$ cat config.mk
export PLATFORM = sky130hd
export DESIGN_NAME = sd_interpolation
export DESIGN_NICKNAME = d
export VERILOG_FILES = /design/src/rtl/sd_interpolation.sv
export SDC_FILE = /design/constraint.sdc
export NUM_CORES = 1
export LEC_CHECK = 0
export ABC_AREA = 1
export CORE_ASPECT_RATIO = 1.25
export CORE_MARGIN = 2
export CORE_UTILIZATION = 51
export DETAILED_ROUTE_END_ITERATION = 10
export GPL_TIMING_DRIVEN = 1
export PLACE_DENSITY = 0.7
export SYNTH_ARGS = -nofsm -noshare
export SYNTH_HDL_FRONTEND = slang
export SYNTH_SLANG_ARGS = --single-unit
$ cat constraint.sdc
create_clock -name clk -period 13.2 [get_ports clk]
set_input_delay 2.64 -clock clk [delete_from_list [all_inputs] [get_ports clk]]
set_output_delay 2.64 -clock clk [all_outputs]
set_load 0.1 [all_outputs]
$ cat src/rtl/sd_interpolation.sv
`default_nettype none
// ============================================================================
// Module   : sd_interpolation
// Purpose  : Sigma-delta DAC front end: linear-interpolating upsampler (xOSR)
//            feeding a first-order 1-bit error-feedback modulator.
// Revision : 1.0 - initial release
// ============================================================================
module sd_interpolation #(
  parameter int IN_W     = 24,
  parameter int OSR      = 64,
  parameter int LOG2_OSR = 6
) (
  input  logic            clk,
  input  logic            reset,
  input  logic [IN_W-1:0] in_data,
  input  logic            in_valid,
  output logic            in_ready,
  input  logic            clr_underrun,
  output logic            bit_out,
  output logic [IN_W-1:0] interp_out,
  output logic            underrun,
  output logic            running
);

  localparam int ACC_W = IN_W + LOG2_OSR + 1;
  localparam int INT_W = IN_W + 2;

  typedef enum logic [0:0] {IDLE = 1'b0, RUN = 1'b1} state_t;

  state_t              state_q,      state_d;
  logic [LOG2_OSR-1:0] phase_q,      phase_d;
  logic                buf_full_q,   buf_full_d;
  logic [IN_W-1:0]     buf_q,        buf_d;
  logic [IN_W-1:0]     base_q,       base_d;
  logic [IN_W-1:0]     target_q,     target_d;
  logic [ACC_W-1:0]    acc_q,        acc_d;
  logic [IN_W-1:0]     interp_out_q, interp_out_d;
  logic [INT_W-1:0]    integ_q,      integ_d;
  logic                bit_out_q,    bit_out_d;
  logic                underrun_q,   underrun_d;

  logic                boundary;
  logic                accept;
  logic                set_underrun;
  logic [IN_W:0]       delta;
  logic [INT_W-1:0]    fb;
  logic [INT_W-1:0]    sum;

  always_comb begin
    boundary     = (phase_q == LOG2_OSR'(OSR - 1));
    in_ready     = !buf_full_q || boundary;
    accept       = in_valid && in_ready;

    state_d      = state_q;
    phase_d      = phase_q + LOG2_OSR'(1);
    buf_full_d   = buf_full_q;
    buf_d        = buf_q;
    base_d       = base_q;
    target_d     = target_q;
    set_underrun = 1'b0;

    if (boundary) begin
      if (buf_full_q) begin
        base_d     = target_q;
        target_d   = buf_q;
        buf_full_d = 1'b0;
        state_d    = RUN;
      end else if (state_q == RUN) begin
        base_d       = target_q;
        set_underrun = 1'b1;
      end
    end

    // Consume and refill on the same boundary keeps the buffer full.
    if (accept) begin
      buf_d      = in_data;
      buf_full_d = 1'b1;
    end

    delta = {target_q[IN_W-1], target_q} - {base_q[IN_W-1], base_q};

    // Frame restarts at base*OSR; otherwise ramp by delta per cycle.
    if (boundary) acc_d = {base_d[IN_W-1], base_d, {LOG2_OSR{1'b0}}};
    else          acc_d = acc_q + {{LOG2_OSR{delta[IN_W]}}, delta};

    interp_out_d = acc_d[IN_W+LOG2_OSR-1:LOG2_OSR];

    fb        = bit_out_q ? {3'b001, {(IN_W-1){1'b0}}} : {3'b111, {(IN_W-1){1'b0}}};
    sum       = integ_q + {{2{interp_out_q[IN_W-1]}}, interp_out_q} - fb;
    integ_d   = sum;
    bit_out_d = !sum[INT_W-1];

    if (set_underrun)      underrun_d = 1'b1;
    else if (clr_underrun) underrun_d = 1'b0;
    else                   underrun_d = underrun_q;
  end

  always_ff @(posedge clk or posedge reset) begin
    if (reset) begin
      state_q      <= IDLE;
      phase_q      <= '0;
      buf_full_q   <= 1'b0;
      buf_q        <= '0;
      base_q       <= '0;
      target_q     <= '0;
      acc_q        <= '0;
      interp_out_q <= '0;
      integ_q      <= '0;
      bit_out_q    <= 1'b0;
      underrun_q   <= 1'b0;
    end else begin
      state_q      <= state_d;
      phase_q      <= phase_d;
      buf_full_q   <= buf_full_d;
      buf_q        <= buf_d;
      base_q       <= base_d;
      target_q     <= target_d;
      acc_q        <= acc_d;
      interp_out_q <= interp_out_d;
      integ_q      <= integ_d;
      bit_out_q    <= bit_out_d;
      underrun_q   <= underrun_d;
    end
  end

  assign bit_out    = bit_out_q;
  assign interp_out = interp_out_q;
  assign underrun   = underrun_q;
  assign running    = (state_q == RUN);

endmodule
`default_nettype wire
==> results of run 1 <==
## critical path, stage by stage, from the launching register on
cell and delay [ns]:
dfrtp_1 0.37, ha_1 0.21, nand3_2 0.13, nor2_4 0.09, buf_4 0.48, inv_4 0.23
nand2_4 0.12, clkdlybuf4s50_1 1.13
## placed cells by master (no fill, tap or decap), types with 7 or more instances in the layout
master | netlist | routed
xnor2_1 | 24 | 24
dfrtp_1 | 138 | 138
a21o_1 | 7 | 7
ha_1 | 106 | 106
inv_1 | 231 | 230
mux2_4 | 19 | 19
a21oi_1 | 105 | 105
nand3_1 | 50 | 50
nor2_1 | 103 | 103
nand2_1 | 295 | 295
nand4_1 | 10 | 10
nor3_1 | 14 | 14
o21ai_0 | 125 | 125
xor2_1 | 37 | 37
clkbuf_16 | 0 | 17
clkdlybuf4s50_1 | 0 | 55
## per-layer routing
layer,share of wire [%],vias to the layer above,global-route usage (%)
li1,-,4506,-
met1,44,4146,28.0
met2,50,175,42.7
met3,3.1,50,3.55
met4,2.6,0,8.05
met5,0,-,0
## flip-flops by register name (all words and copies together), names as in the netlist
register,flops
phase_q,6
acc_q,7
buf_full_q,1
base_q,24
target_q,24
interp_out,23
underrun,1
integ_q,26
running,1
buf_q,24
bit_out,1
## per-stage QoR
stage / worst slack [ns] / total power [mW] / instance area [um^2]
2_1_floorplan: 6.86 / 0.437 / 10400
3_3_place_gp: 7.84 / 0.448 / 11100
3_5_place_dp: 7.79 / 0.448 / 11100
4_1_cts: 7.31 / 0.939 / 11700
5_1_grt: 7.18 / 0.963 / 11700
6_report: 7.35 / 0.931 / 11700
## layout make-up
class                   count  area [um^2]  share of cell area (%)
multi-input cells         965         5800                    49.8
flip-flops and latches    138         3450                    29.6
inverters                 234          886                    7.59
well taps                 270          338                    2.90
repair buffers             59          581                    4.98
clock inverters            15          178                    1.52
clock buffers              17          425                    3.65
## path summary, 6_finish.rpt
check,startpoint,to,slack [ns]
max in group asynchronous,reset,interp_out[16],9.17
worst min-delay path,phase_q[0],phase_q[0],0.46
worst max-delay path,phase_q[0],in_ready,7.35
worst min register to register,phase_q[0],phase_q[0],0.46
min in group asynchronous,reset,buf_q[2],2.65
worst max register to register,target_q[0],interp_out[13],9.50
## report_power, final
part	internal, mW	leakage [nW]	total, mW	switching (mW)
registers	0.423	1.87	0.423	0.00000000000000000820
logic	0.00730	3.95	0.0165	0.00920
clock network	0.285	0.281	0.492	0.207
total	0.715	6.10	0.931	0.216
## kinds of logic after synthesis
group                    synth area share [%]
buffers and inverters                    11.3
AND/OR/NAND/NOR                          20.3
adder cells (fa/ha/maj)                  13.3
multiplexers                             2.73
XOR/XNOR                                 5.12
AO/OA/AOI/OAI                            14.2
flip-flops                               33.1
==> results by group, run 1 <==
Status
  • Status: finished, final reports clean

Clock network
  • Maximum buffer depth of the clock tree: 2
  • Post-CTS sizing: 0
  • CTS tree: done
  • Clk Tree Root Cell: clkbuf_16
  • Clk slew on worst S/H paths: 0.06 ns
  • CTS H-tree depth: 4
  • Clk_lat worst skew: 0.43 ns
  • Post-CTS Hold Buffers: 0
  • CTS buffer count: 17
  • Setup Fix Bufs, Post-CTS: 0
  • CTS sink count: 138

Drt
  • Initial drt markers: 396
  • DR vias: 8877
  • Remaining antenna violation count: 0
  • Drt via density: 5.23
  • Avg WL per Cell: 14.1 um
  • DRC: 0
  • DR pass1 iterations: 5
  • Drt total wl: 24.0 mm

Timing
  • Hold WS: 0.457 ns
  • Slew @ Worst Pin: 1.02 ns
  • Tcrit/Tclk final: 44.3%
  • FMAX: 0.171 GHz
  • Minimum clock period: 5.85 ns
  • Hold Fails Final Rpt: 0
  • RSZ-0062 raised after global routing: false
  • Pins Over Slew Limit: 0
  • Setup TNS: 0 ns
  • Number of setup violations in the final report: 0
  • Max_slew headroom: 31.3%
  • Setup Skew: 0.00957 ns

Final layout
  • Core Util, Final: 58.0%
  • Share of cells above drive strength 1: 6.23%
  • Finished Layout Cells: 1698
  • Fillers: 1836
  • Antenna cell count: 0
  • Final #Nets: 1552
  • Layout area overhead: 11.8%

Global routing
  • GRT overflow: 0
  • Initial antenna violation count: 0
  • First-pass GRT wire length: 40.6 mm
  • Largest net degree at the start of global routing: 75
  • Overall global routing resource usage: 23.3%
  • Vias in the first global route: 8680

Setup path
  • Crit Path Max Fanout: 63
  • Crit. End Element: primary output
  • Arr. time, crit path: 3.21 ns
  • R2R depth: 21
  • Worst EP required: 10.56 ns
  • Crit path kind: reg -> out
  • CP Launch Type: flop

Synth
  • Synthesized flop and latch total: 138
  • Post-synthesis cell count: 1386
  • EDFF count, synth: 0
  • Area share of the largest cell type after synthesis: 33.1%
  • Avg Inst Size Synth: 7.53 um^2
  • Area leader, netlist: dfrtp_1
  • Top cells by count, synth: 295 x nand2_1, 231 x inv_1, 138 x dfrtp_1, 125 x o21ai_0, 106 x ha_1
  • Syn_nets: 1523
  • Dominant synthesized flop cell: dfrtp_1
  • Top cells by area, synth: dfrtp_1 33%, ha_1 13%, nand2_1 11%
  • Post-synthesis sequential area ratio: 33.1%
  • Syn. warnings: 0
  • Cell variety after synth: 49
  • Asr flop ratio synth: 100%
  • Most frequent cell after synthesis: nand2_1
  • Cell Area, Synth: 10400 um^2

Placed design
  • Inst Count DP: 1666
  • Port Buffers: 55
  • DPL Wire Length: 19.0 mm
  • GP Congestion: 1.00

Floorplanning
  • CORE AREA: 20100 um^2
  • Std cell rows: 58
  • DIE WIDTH: 132 um
  • Initial Utilization: 51.9%
  • Die area: 21600 um^2
  • Top Ports: 56
  • Die height: 164 um

Hold path
  • Hold Path Cell Cnt: 1
  • Worst hold path class: reg -> reg

Pwr
  • PD cells: 79.8 nW/um^2
  • P_leak: 6.10 nW
  • Worst VDD drop: 0.0000916 V

Flow run
  • Max-cap violations: 0
Note: power is estimated with default switching activity, not from simulation.
==> run 2: changes to the inputs <==
Settings changed: PLACE_DENSITY 0.7 to 0.72.
Clock period 13.2 ns to 4.85 ns, I/O delays scaled along.
==> run 2 against run 1 <==
Net effect: utilization hardly changed; critical path depth rose by 13; first-iteration DRC count down 2.5%; die area is the same; worst hold slack worse by 0.0028 ns; combinational power rose to 2.8 times the previous value; sequential cell count unchanged; register-to-register slack got worse by 8.2 ns; worst setup slack worse by 6.1 ns.
==> results by group, run 2 (same netlist as run 1, synthesis figures left out) <==
Timing
  • Hold WS: 0.454 ns (was 0.457 ns)
  • Minimum clock period: 3.60 ns
  • Hold Fails Final Rpt: 0 (unchanged)
  • Tcrit/Tclk final: 74.1%
  • Max_slew headroom: 26.7% (was 31.3%)
  • Pins Over Slew Limit: 0 (unchanged)
  • Number of setup violations in the final report: 0 (unchanged)
  • Setup TNS: 0 ns (unchanged)
  • Slew @ Worst Pin: 1.09 ns (was 1.02 ns)
  • RSZ-0062 raised after global routing: false (unchanged)
  • Setup Skew: 0.00918 ns (was 0.00957 ns)
  • FMAX: 0.278 GHz
  • Post-route setup slack: 1.25 ns (was 7.35 ns)

Clock network
  • Clk_lat worst skew: 0.44 ns (was 0.43 ns)
  • CTS H-tree depth: 4 (unchanged)
  • Post-CTS Hold Buffers: 0 (unchanged)
  • Maximum buffer depth of the clock tree: 2 (unchanged)
  • CTS buffer count: 17 (unchanged)
  • CTS sink count: 138 (unchanged)
  • CTS tree: done (unchanged)
  • Clk Tree Root Cell: clkbuf_16 (unchanged)
  • Clk slew on worst S/H paths: 0.06 ns (about the same)
  • Setup Fix Bufs, Post-CTS: 0 (unchanged)
  • Post-CTS sizing: 0 (unchanged)

Setup path
  • R2R depth: 20 (was 21)
  • Worst EP required: 5.17 ns (was 10.56 ns)
  • CP Launch Type: flop (unchanged)
  • Crit. End Element: flop (was primary output)
  • Crit path kind: reg -> reg (was reg -> out)
  • Slowest cell on crit path: fa_1 (was clkdlybuf4s50_1)
  • Maximum single-stage delay on the critical path: 0.41 ns (was 1.13 ns)
  • CP dominant cell by count: nand2_1
  • CP cell instances: inv_1 -> ha_1 -> fa_1 -> inv_1 -> nand2_1 -> nand2_1 -> nand3_1 -> nand2_1 -> a21oi_1 -> xnor2_1 -> ha_1 -> a21oi_1 -> o21ai_0 -> a21oi_1 -> nand2_1 -> nand2_1 -> nand2_1 -> or2_1 -> nand3_1 -> nand2_1 (was ha_1 -> nand3_2 -> nor2_4 -> buf_4 -> inv_4 -> nand2_4 -> clkdlybuf4s50_1)
  • Crit Path Max Fanout: 5 (was 63)
  • Arr. time, crit path: 3.92 ns (was 3.21 ns)

Drt
  • DRC: 0 (unchanged)
  • Drt via density: 5.24 (was 5.23)
  • Met2 routed WL: 12.4 mm (was 12.1 mm)
  • Top Layer Used: met4 (unchanged)
  • Initial drt markers: 386 (was 396)
  • Drt total wl: 24.7 mm (was 24.0 mm)
  • Avg WL per Cell: 14.6 um (was 14.1 um)
  • DR pass1 iterations: 5 (unchanged)
  • DR vias: 8895 (was 8877)
  • Met3 wire length: 804 um (was 735 um)
  • Remaining antenna violation count: 0 (unchanged)
  • Metal-1 WL: 10.7 mm (was 10.6 mm)

Placed design
  • DPL Wire Length: 19.2 mm (was 19.0 mm)
  • GP Congestion: 0.906 (was 1.00)
  • Port Buffers: 55 (unchanged)
  • Dpl ws: 1.32 ns (was 7.79 ns)

Global routing
  • Initial antenna violation count: 0 (unchanged)
  • Overall global routing resource usage: 24.1% (was 23.3%)
  • Largest net degree at the start of global routing: 93 (was 75)
  • Vias in the first global route: 8909 (was 8680)
  • First-pass GRT wire length: 41.9 mm (was 40.6 mm)
  • GRT overflow: 0 (unchanged)

Floorplanning
  • Top Ports: 56 (unchanged)
  • DIE WIDTH: 132 um (unchanged)
  • Die area: 21600 um^2 (unchanged)
  • Std cell rows: 58 (unchanged)
  • Die height: 164 um (unchanged)
  • CORE AREA: 20100 um^2 (unchanged)
  • Initial Utilization: 51.9% (unchanged)

Flow run
  • Max-cap violations: 0 (unchanged)

Final layout
  • Final #Nets: 1552 (unchanged)
  • Commonest non-fill, non-tap cells in the layout: 295 x nand2_1, 230 x inv_1, 138 x dfrtp_1 (unchanged)
  • Share of cells above drive strength 1: 6.30% (was 6.23%)
  • Antenna cell count: 0 (unchanged)
  • Most common cell after layout, fill and taps aside: nand2_1 (unchanged)
  • Biggest register: integ_q (unchanged)
  • Core Util, Final: 58.1% (was 58.0%)
  • Layout area overhead: 11.9% (was 11.8%)
  • Max FFs per register: 26 (unchanged)

Hold path
  • Worst hold path class: reg -> reg (unchanged)
  • Hold Path Cell Cnt: 1 (unchanged)

Status
  • Status: finished, final reports clean (unchanged)

Pwr
  • P_leak: 6.12 nW (was 6.10 nW)
  • Final Total Pwr: 2.55 mW (was 0.931 mW)
  • PD cells: 218 nW/um^2 (was 79.8 nW/um^2)
  • Worst VDD drop: 0.000255 V (was 0.0000916 V)
-- run 2: cell count changes in the layout (fill, tap and decap cells not counted), sizes merged --
cell,previous run,this run
clkdlybuf4s50,55,54
buf,4,5
clkinv,1,3
clkinvlp,5,3
-- run 2: path summary, 6_finish.rpt --
check	startpoint	to	slack, ns
max in group asynchronous	reset	interp_out[20]	3.00
worst min-delay path	phase_q[0]	phase_q[0]	0.45
worst max register to register	target_q[0]	interp_out[15]	1.25
worst max-delay path	target_q[0]	interp_out[15]	1.25
min in group asynchronous	reset	buf_q[1]	1.09
worst min register to register	phase_q[0]	phase_q[0]	0.45
-- run 2: cell type report --
| class | instances | area, um^2 |
|---|---|---|
| flip-flops and latches | 138 | 3450 |
| multi-input cells | 965 | 5800 |
| repair buffers | 59 | 591 |
| fillers | 1894 | 8430 |
| clock inverters | 15 | 178 |
| clock buffers | 17 | 425 |
| well taps | 270 | 338 |
| inverters | 234 | 886 |
-- run 2: through the flow --
| step | instance area (um^2) | instances |
|---|---|---|
| final | 11700 | 1698 |
| after detailed placement | 11100 | 1666 |
| after CTS | 11700 | 1698 |
| after global routing | 11700 | 1698 |
| after global placement | 11100 | 1666 |
| after floorplan | 10400 | 1386 |
-- run 2: critical path, delay by kind of cell (launching register included) --
family / cells / cell delay, ns
AO/OA/AOI/OAI: 4 / 0.65
XOR/XNOR: 1 / 0.27
adder cells (fa/ha/maj): 3 / 0.97
buffers and inverters: 2 / 0.14
flip-flops: 1 / 0.34
AND/OR/NAND/NOR: 10 / 1.12
-- run 2: where the power goes --
part / internal [mW] / leakage [nW] / switching [mW]
clock network: 0.776 / 0.287 / 0.575
logic: 0.0210 / 3.96 / 0.0252
registers: 1.15 / 1.87 / 0.0000000000000000185
total: 1.95 / 6.12 / 0.600
-- run 2: per-layer routing --
| layer | GRT usage, % | up-vias |
|---|---|---|
| met4 | 10.5 | 0 |
| met1 | 28.2 | 4165 |
| li1 | - | 4506 |
| met3 | 3.27 | 51 |
| met2 | 44.1 | 173 |
| met5 | 0 | - |
